File: config.mk
export PLATFORM = sky130hd
export DESIGN_NAME = store_buffer
export DESIGN_NICKNAME = d
export VERILOG_FILES = /design/src/rtl/store_buffer.sv
export SDC_FILE = /design/constraint.sdc
export NUM_CORES = 1
export LEC_CHECK = 0
export ABC_CLOCK_PERIOD_IN_PS = 6410
export CAP_MARGIN = 20
export CORE_ASPECT_RATIO = 0.75
export CORE_MARGIN = 2
export CORE_UTILIZATION = 55
export CTS_CLUSTER_SIZE = 16
export DETAILED_ROUTE_END_ITERATION = 8
export PLACE_DENSITY = 0.8
export SYNTH_ARGS = -nofsm -noshare
export SYNTH_HDL_FRONTEND = slang
export SYNTH_SLANG_ARGS = --single-unit
File: constraint.sdc
create_clock -name clk -period 6.41 [get_ports clk]
set_input_delay 1.282 -clock clk [delete_from_list [all_inputs] [get_ports clk]]
set_output_delay 1.282 -clock clk [all_outputs]
set_load 0.02 [all_outputs]
File: src/rtl/store_buffer.sv
//==============================================================================
// Module   : store_buffer
// Purpose  : In-order write buffer between the RV64 core store port and data
//            memory. Stores are queued without stalling the core, drained to
//            memory one per req/ack handshake, and core loads are checked
//            against pending entries so they never observe stale data.
// Ports    : clk, rst            - clock, synchronous active-high reset
//            st_valid/st_ready   - store enqueue handshake
//            st_addr/data/mask   - store payload (dword aligned, bits [2:0] ignored)
//            ld_check/ld_addr    - load address to check against pending stores
//            ld_hit              - load must stall
//            ld_fwd_valid/data   - forwarded load result (forwarding build only)
//            mem_req/addr/data/mask, mem_ack - drain handshake to memory
//            empty               - no pending stores
// Config   : define STORE_BUF_FWD_EN to forward full-mask youngest matches.
// Revision : 1.0 - initial release
//==============================================================================
`default_nettype none

module store_buffer #(
   parameter int DEPTH = 4,
   parameter int AW    = 64,
   parameter int DW    = 64
) (
   input  logic            clk,
   input  logic            rst,
   input  logic            st_valid,
   output logic            st_ready,
   input  logic [AW-1:0]   st_addr,
   input  logic [DW-1:0]   st_data,
   input  logic [DW/8-1:0] st_mask,
   input  logic            ld_check,
   input  logic [AW-1:0]   ld_addr,
   output logic            ld_hit,
   output logic            ld_fwd_valid,
   output logic [DW-1:0]   ld_fwd_data,
   output logic            mem_req,
   output logic [AW-1:0]   mem_addr,
   output logic [DW-1:0]   mem_data,
   output logic [DW/8-1:0] mem_mask,
   input  logic            mem_ack,
   output logic            empty
);

   localparam int             PW   = $clog2(DEPTH);
   localparam int             CW   = PW + 1;
   localparam logic [CW-1:0]  FULL = CW'(DEPTH);

   logic [AW-4:0]   addr_q [DEPTH];
   logic [DW-1:0]   data_q [DEPTH];
   logic [DW/8-1:0] mask_q [DEPTH];

   logic [PW-1:0] head;
   logic [PW-1:0] tail;
   logic [CW-1:0] count;

   logic push;
   logic pop;

   // Byte-offset bits of both addresses are intentionally ignored.
   logic unused;
   assign unused = &{1'b0, st_addr[2:0], ld_addr[2:0]};

   // Readiness depends only on registered count: a pop in the same cycle
   // never frees a slot for a store arriving while full.
   assign st_ready = (count != FULL);
   assign empty    = (count == '0);
   assign mem_req  = (count != '0);
   assign push     = st_valid && st_ready;
   assign pop      = mem_req && mem_ack;

   // Head payload is presented directly; zeroed while idle.
   assign mem_addr = mem_req ? {addr_q[head], 3'b000} : '0;
   assign mem_data = mem_req ? data_q[head] : '0;
   assign mem_mask = mem_req ? mask_q[head] : '0;

   always_ff @(posedge clk) begin
      if (rst) begin
         head  <= '0;
         tail  <= '0;
         count <= '0;
      end else begin
         if (push) tail <= tail + 1'b1;
         if (pop)  head <= head + 1'b1;
         case ({push, pop})
            2'b10:   count <= count + 1'b1;
            2'b01:   count <= count - 1'b1;
            default: count <= count;
         endcase
      end
   end

   // Payload storage needs no reset: entries are only observed while valid.
   always_ff @(posedge clk) begin
      if (push) begin
         addr_q[tail] <= st_addr[AW-1:3];
         data_q[tail] <= st_data;
         mask_q[tail] <= st_mask;
      end
   end

   // Scan from oldest to youngest so the last match is the youngest one.
   logic          match_any;
   logic [PW-1:0] idx;
`ifdef STORE_BUF_FWD_EN
   logic [PW-1:0] young;
`endif

   always_comb begin
      match_any = 1'b0;
      idx       = head;
`ifdef STORE_BUF_FWD_EN
      young     = head;
`endif
      for (int k = 0; k < DEPTH; k++) begin
         idx = head + PW'(k);
         if ((CW'(k) < count) && ld_check && (addr_q[idx] == ld_addr[AW-1:3])) begin
            match_any = 1'b1;
`ifdef STORE_BUF_FWD_EN
            young     = idx;
`endif
         end
      end
   end

`ifdef STORE_BUF_FWD_EN
   logic fwd_ok;
   assign fwd_ok       = match_any && (mask_q[young] == {(DW/8){1'b1}});
   assign ld_fwd_valid = fwd_ok;
   assign ld_fwd_data  = fwd_ok ? data_q[young] : '0;
   assign ld_hit       = match_any && !fwd_ok;
`else
   assign ld_fwd_valid = 1'b0;
   assign ld_fwd_data  = '0;
   assign ld_hit       = match_any;
`endif

endmodule

`default_nettype wire

==> impl_metrics.py, run 1 <==
metrics = {
    "status": {
        "outcome": "finished, final reports clean",
    },
    "placement": {
        "io_buffers": 335,
        "post_dp_cell_area_mm2": 0.03257,
        "place_inst": 2785,
        "place.gp.congestion": 1.034,
        "detailedPlace.worstSlack_ns": 0.09446,
        "hpwlAfterDp_um": 64200,
    },
    "timing": {
        "finalHoldViolations": 0,
        "min_period_over_period_pct": 98.53,
        "fin_worst_skew_ns": 0.02762,
        "period_needed_ns": 6.316,
        "final-setup-viol-count": 0,
        "timing_worst_slew_pin_value_ns": 1.092,
        "maxSlewHeadroom_pct": 27.23,
        "final.setup.tns_ns": 0,
        "final.setup.worst_slack_ns": 0.09439,
        "max_clk_rate_mhz": 158.3,
        "unrepaired_setup_endpoints_after_global_routing": "no",
        "finalMaxSlewViolations": 0,
    },
    "drt": {
        "count_of_unresolved_drc_violations_after_routing": 0,
        "wl_per_cell_um": 30.62,
        "vias": 18310,
        "routedLengthMet1_um": 35600,
        "drt_wl_total_um": 88240,
        "detail-route-antenna-nets": 0,
        "length_of_routed_met2_wiring_um": 41140,
        "met3RoutedLength_um": 9512,
        "route.detailed.vias_per_inst": 6.354,
        "drt-pass1-iter-count": 7,
        "route.top_layer_used": "met5",
        "drt_first_iter_violations": 2089,
    },
    "global_routing": {
        "grt_antenna_before_repair": 12,
        "global_route_wire_length_before_repair_um": 126500,
        "grt_max_degree": 101,
        "via_count_of_the_first_global_routing_pass": 18310,
        "grt_usage_pct": 32.92,
        "grt-ovfl-total": 0,
    },
    "yosys": {
        "ys_types": 62,
        "synth_flop_cell": "edfxtp_1",
        "synth-warning-count": 0,
        "synth_enable_flop_cells": 532,
        "share_of_synthesized_area_occupied_by_flip_flops_and_latches_pct": 56.58,
        "synth.avg_cell_area_um2": 15.85,
        "yosys_register_bits": 541,
        "synthArstFlopShare_pct": 0,
        "syn_area_mm2": 0.02855,
        "netlist_instances": 1802,
    },
    "layout": {
        "fill_cells": 3463,
        "drive_above_1_share_pct": 18.05,
        "layoutNonFillerInstCount": 2882,
        "design.final.nets": 2349,
        "syn2layout_area_growth_pct": 19.65,
        "post-route-cell-area_mm2": 0.03417,
        "multiInputGateArea_mm2": 0.01136,
        "sequential_cell_area_mm2": 0.01617,
    },
    "floorplanning": {
        "die-height_um": 201.3,
        "core.rowCount": 72,
        "floorplan.die.width_um": 267.1,
        "pin_count": 410,
        "floorplan.initialDensity_pct": 55.51,
        "core_mm2": 0.05144,
        "design.die.area_mm2": 0.05377,
    },
    "critical_path": {
        "cp_common_cell": "clkdlybuf4s50_1",
        "timing.critical_path.cells": "clkdlybuf4s50_1, a22oi_1, o211ai_1, or4_1, a2111oi_1, buf_4, and4_1, a311o_1, clkdlybuf4s50_1",
        "kind_of_start_point_of_the_critical_path": "input pin",
        "crit_arrival_ns": 5.03,
        "rrSetupSlack_ns": 3.07,
        "critical_path.max_fanout": 7,
        "setup.worst_path.class": "input pin to output pin",
        "crit_required_ns": 5.13,
        "cpMaxStageDelayCell": "clkdlybuf4s50_1",
        "critPathCaptureType": "output pin",
        "cpPeakStageDelay_ns": 0.75,
    },
    "pwr": {
        "p_leak_uw": 0.01086,
        "power_per_cell_area_mw_per_mm2": 391.2,
        "vdd_ir_drop_max_uv": 475.7,
    },
    "flow_run": {
        "cap_violations": 0,
    },
    "clock_network": {
        "clock_path_buffers": 3,
        "htreeDepth": 2,
        "clock_insertion_delay_worst_skew_ns": 0.63,
        "cts-root-buf": "clkbuf_16",
        "cts.sink_count": 541,
        "cts.repair_timing.setup_buffer_count": 0,
        "clock_tree_from_tritoncts": "yes",
        "number_of_buffers_inserted_during_clock_tree_synthesis": 51,
        "worst_setup_hold_path_clk_slew_ns": 0.06,
    },
    "worst_hold_path": {
        "worstHoldPathType": "flop to flop",
    },
}
## logic make-up (layout without fill, tap and decap cells)
family                   count (synthesis)  count (layout)  synth area share [%]
flip-flops                             541             541                 56.58
multiplexers                           369             369                 22.38
AND/OR/NAND/NOR                        311             311                 6.135
buffers and inverters                  224             532                 4.601
XOR/XNOR                               191             191                 5.859
AO/OA/AOI/OAI                          156             156                 4.036
adder cells (fa/ha/maj)                  9               9                0.3944
other                                    1              70               0.01313
## flip-flops by register name (all words and copies together), names as in the netlist, named ones only
name,count
tail,2
data_q,256
addr_q,244
head,2
count,3
mask_q,32
## Yosys cell counts (2+ instances only)
cell / number / share of area, %
nor3_1: 10 / 0.18
edfxtp_1: 532 / 56
o2111ai_1: 9 / 0.28
nand2b_1: 2 / 0.044
a22oi_1: 12 / 0.32
and4_1: 2 / 0.061
xnor2_1: 140 / 4.3
buf_4: 80 / 2.1
nand3_1: 7 / 0.12
a2111oi_0: 9 / 0.28
o21ai_0: 17 / 0.30
o22ai_1: 16 / 0.35
or4_1: 9 / 0.24
nor2_1: 41 / 0.54
a221oi_1: 4 / 0.12
nand2_1: 38 / 0.50
a22o_1: 2 / 0.061
buf_2: 26 / 0.46
buf_6: 10 / 0.39
mux2_2: 13 / 0.51
a211oi_1: 11 / 0.29
a31oi_1: 6 / 0.13
a32oi_1: 2 / 0.061
dfxtp_1: 9 / 0.63
a2bb2oi_1: 11 / 0.34
ha_1: 9 / 0.39
o2bb2ai_1: 7 / 0.21
clkbuf_1: 72 / 0.95
and2_1: 136 / 3.0
a21oi_1: 21 / 0.37
o221ai_1: 6 / 0.18
a222oi_1: 6 / 0.21
or3_1: 3 / 0.066
buf_12: 4 / 0.28
xor2_1: 51 / 1.6
mux2i_1: 141 / 4.9
inv_1: 21 / 0.28
and3_1: 6 / 0.13
nand4_1: 35 / 0.77
nor4_1: 18 / 0.39
mux4_2: 214 / 17
o211ai_1: 4 / 0.11
buf_1: 11 / 0.14
## final cells by class
type / instances / share of cell area (%)
diodes: 2 / 0.01465
clock buffers: 62 / 3.856
clock inverters: 33 / 0.8057
inverters: 21 / 0.2307
multi-input cells: 1104 / 33.26
flip-flops and latches: 541 / 47.33
well taps: 703 / 2.575
repair buffers: 416 / 11.92
## report_power, final
| part | switching (uW) | total [uW] | internal (uW) | leakage (uW) |
|---|---|---|---|---|
| registers | 208 | 4420 | 4220 | 0.00496 |
| logic | 3320 | 6060 | 2740 | 0.00514 |
| clock network | 1330 | 2880 | 1560 | 0.000766 |
| total | 4850 | 13400 | 8510 | 0.0109 |
## worst max-delay path: cells and delay by family
family / cells / cell delay [ns]
and+or+nand+nor: 2 / 0.67
AOI/OAI and AO/OA: 4 / 1.47
buffers and inverters: 3 / 1.60
## placed cells by master (no fill, tap or decap), drive strengths merged, types with 13 or more instances in the layout
cell type	count
buf	81
inv	21
and2	136
xor2	51
nor4	19
conb	68
nand2	38
clkdlybuf4s50	335
edfxtp	532
nor2	41
a21oi	21
mux2i	142
mux4	214
o22ai	16
clkinv	27
clkbuf	62
nand4	35
o21ai	17
mux2	13
xnor2	140
## final timing paths
check | from | endpoint | cells after the start
worst min-delay path | tail[0] | tail[0] | 2
worst min register to register | tail[0] | tail[0] | 2
worst max register to register | count[0] | count[2] | 8
worst max-delay path | ld_addr[40] | ld_hit | 9
## through the flow
stage               hold slack [ns]  power (uW)  utilization, %
finish                       0.6096       13370           66.42
floorplan                    0.5170        8259               -
CTS                          0.6051       13400           66.41
global placement             0.5571       10430           63.31
global route                 0.6498       13840           66.41
detailed placement           0.5856       10490           63.31
## layer usage
layer	vias up	global-route usage, %
li1	7694	-
met1	9455	47.75
met2	1013	50.61
met3	132	8.689
met4	18	7.043
met5	-	0
## what timing repair did
item / CTS / global route
gates resized for setup: 0 / 1
endpoints found under the setup margin: 0 / 1
hold buffers: 0 / 0
No activity file was read; power rests on OpenSTA's default activity.
==> run 2: changes to the inputs <==
Settings changed: CELL_PAD_IN_SITES_DETAIL_PLACEMENT from default to 0, CELL_PAD_IN_SITES_GLOBAL_PLACEMENT from default to 1, CORE_UTILIZATION 55 to 46, PLACE_DENSITY 0.8 to default, PLACE_DENSITY_LB_ADDON from default to 0.1.
==> run 2 against run 1 <==
Net effect: sequential power about the same; global-route usage shrank 5.3 points; count of clock-buffer cells in the layout decreased by 5; power up 2.0%; register-to-register slack improved by 0.25 ns; sequential cell count unchanged; cell area increased by 1.2%; final cell count increased by 4.2%; critical endpoint unchanged; die area grew 19%; sequential share of layout area fell by 0.57 points.
==> impl_metrics.py, run 2 (same netlist as run 1, synthesis figures left out) <==
metrics = {
    "status": {
        "outcome": "finished, final reports clean",
    },
    "clock_network": {
        "cts-root-buf": "clkbuf_16",
        "worst_setup_hold_path_clk_slew_ns": 0.06,
        "cts.sink_count": 541,
        "number_of_buffers_inserted_during_clock_tree_synthesis": 54,
        "ctsHoldBuffers": 0,
        "cts.repair_timing.setup_buffer_count": 0,
        "clock_tree_from_tritoncts": "yes",
        "clock_path_buffers": 3,
        "htreeDepth": 2,
        "clock_insertion_delay_worst_skew_ns": 0.62,
    },
    "global_routing": {
        "global_route_wire_length_before_repair_um": 124800,
        "grt-ovfl-total": 0,
        "via_count_of_the_first_global_routing_pass": 17500,
        "grt_antenna_before_repair": 12,
        "grt_max_degree": 85,
        "grt_usage_pct": 27.63,
    },
    "worst_hold_path": {
        "worstHoldPathType": "flop to flop",
    },
    "floorplanning": {
        "pin_count": 410,
        "floorplan.die.width_um": 291.7,
        "core.rowCount": 79,
        "design.die.area_mm2": 0.06410,
        "core_mm2": 0.06168,
        "die-height_um": 219.8,
        "floorplan.initialDensity_pct": 46.29,
    },
    "critical_path": {
        "critical_path.max_fanout": 22,
        "cpMaxStageDelayCell": "mux2i_1",
        "timing.critical_path.cells": "buf_12, buf_4, mux2i_1, mux2i_1, a222oi_1, o2111ai_1, a2111o_1, a2111oi_2, a311o_1, clkdlybuf4s50_1",
        "crit_arrival_ns": 4.93,
        "critical-path-top-delay-family": "compound AO/OA/AOI/OAI gates",
        "cp_common_cell": "mux2i_1",
        "crit_buf_inv": 3,
        "critPathCaptureType": "output pin",
        "setup.worst_path.class": "flop to output pin",
        "crit_required_ns": 5.13,
        "kind_of_start_point_of_the_critical_path": "flop",
        "cpPeakStageDelay_ns": 0.80,
    },
    "placement": {
        "hpwlAfterDp_um": 66120,
        "post_dp_cell_area_mm2": 0.03281,
        "detailedPlace.worstSlack_ns": 0.4360,
        "place.gp.congestion": 0.9788,
        "io_buffers": 335,
    },
    "drt": {
        "route.detailed.vias_per_inst": 5.920,
        "count_of_unresolved_drc_violations_after_routing": 0,
        "drt_wl_total_um": 89350,
        "vias": 17780,
        "detail-route-antenna-nets": 0,
        "drt_first_iter_violations": 1892,
        "drt-pass1-iter-count": 8,
        "wl_per_cell_um": 29.74,
    },
    "timing": {
        "final-setup-viol-count": 0,
        "unrepaired_setup_endpoints_after_global_routing": "no",
        "max_clk_rate_mhz": 161.0,
        "min_period_over_period_pct": 96.92,
        "finalMaxSlewViolations": 0,
        "final.setup.worst_slack_ns": 0.1975,
        "fin_worst_skew_ns": 0.03069,
        "period_needed_ns": 6.213,
        "timing_worst_slew_pin_value_ns": 1.005,
        "maxSlewHeadroom_pct": 31.06,
        "final.setup.tns_ns": 0,
        "finalHoldViolations": 0,
    },
    "pwr": {
        "netSwitchingPower_uw": 4882,
        "power.share.combinational_pct": 44.8,
        "power_per_cell_area_mw_per_mm2": 394.2,
        "p_leak_uw": 0.01101,
        "p_clk_share_pct": 23.0,
        "vdd_ir_drop_max_uv": 267.4,
        "design_power_total_uw": 13630,
        "sequential_power_share_pct": 32.3,
        "intPower_uw": 8750,
        "switching_fraction_pct": 35.81,
    },
    "layout": {
        "design.final.nets": 2361,
        "syn2layout_area_growth_pct": 21.12,
        "top_register": "data_q",
        "final_common_cell": "edfxtp_1",
        "largestRegisters": "data_q x256, addr_q x244, mask_q x32",
        "post-route-cell-area_mm2": 0.03458,
        "fill_cells": 4970,
        "final_cell_mix": "edfxtp_1 (532), clkdlybuf4s50_1 (335), mux4_2 (214)",
        "post-route-util_pct": 56.07,
        "drive_above_1_share_pct": 18.77,
        "largest_reg_flops": 256,
    },
    "flow_run": {
        "cap_violations": 0,
    },
}
## run 2: cell count changes in the layout (fill, tap and decap cells not counted), moves of 2 or more
cell,delta
clkbuf_16,+3
clkinv_4,+2
bufinv_16,+4
clkinv_1,+4
buf_12,+3
buf_4,+6
clkinvlp_4,-2
diode_2,+2
clkbuf_1,-8
## run 2: path summary, 6_finish.rpt
path / start / endpoint / slack [ns] / cells after the start
setup / recovery: head[0] / ld_hit / 0.20 / 10
hold / removal: count[1] / count[1] / 0.60 / 2
setup reg to reg: count[0] / count[2] / 3.32 / 8
hold reg to reg: count[1] / count[1] / 0.60 / 2
## run 2: area by class of cell
cell class | count | area [um^2] | area share, %
clock buffers | 57 | 1363 | 3.940
inverters | 21 | 78.83 | 0.2279
flip-flops and latches | 541 | 16170 | 46.76
repair buffers | 425 | 4179 | 12.08
diodes | 4 | 10.01 | 0.02894
clock inverters | 42 | 402.9 | 1.165
multi-input cells | 1104 | 11370 | 32.87
well taps | 810 | 1013 | 2.930
## run 2: power by group through the flow
stage	Combinational, uW	Sequential, uW	Clock [uW]
floorplan	3860	4400	0
global placement	6090	4460	0
detailed placement	6100	4480	0
CTS	6130	4400	3200
global route	6410	4430	3340
finish	6100	4400	3130
## run 2: through the flow
step	instances	hold slack, ns
finish	3004	0.5955
detailed placement	2901	0.5868
floorplan	1869	0.5170
global placement	2901	0.5640
global route	3003	0.6250
CTS	3000	0.5967
## run 2: timing repair
item,in CTS,in global routing
setup endpoints to repair,0,1
hold endpoints to repair,0,0
gates resized for setup,0,1
## run 2: worst register-to-register path, stage by stage (launching register included)
cell	delay (ns)
dfxtp_1	0.44
inv_1	0.10
ha_1	0.25
nand2b_4	0.59
buf_4	0.50
and2_1	0.29
ha_1	0.32
or3_1	0.38
a21oi_1	0.16
## run 2: layer usage
| metal | part of all wire [%] | track usage (%) |
|---|---|---|
| met3 | 9.5 | 8.089 |
| met1 | 44 | 39.92 |
| met5 | 0.25 | 1.677 |
| met2 | 45 | 41.37 |
| met4 | 1.9 | 6.254 |
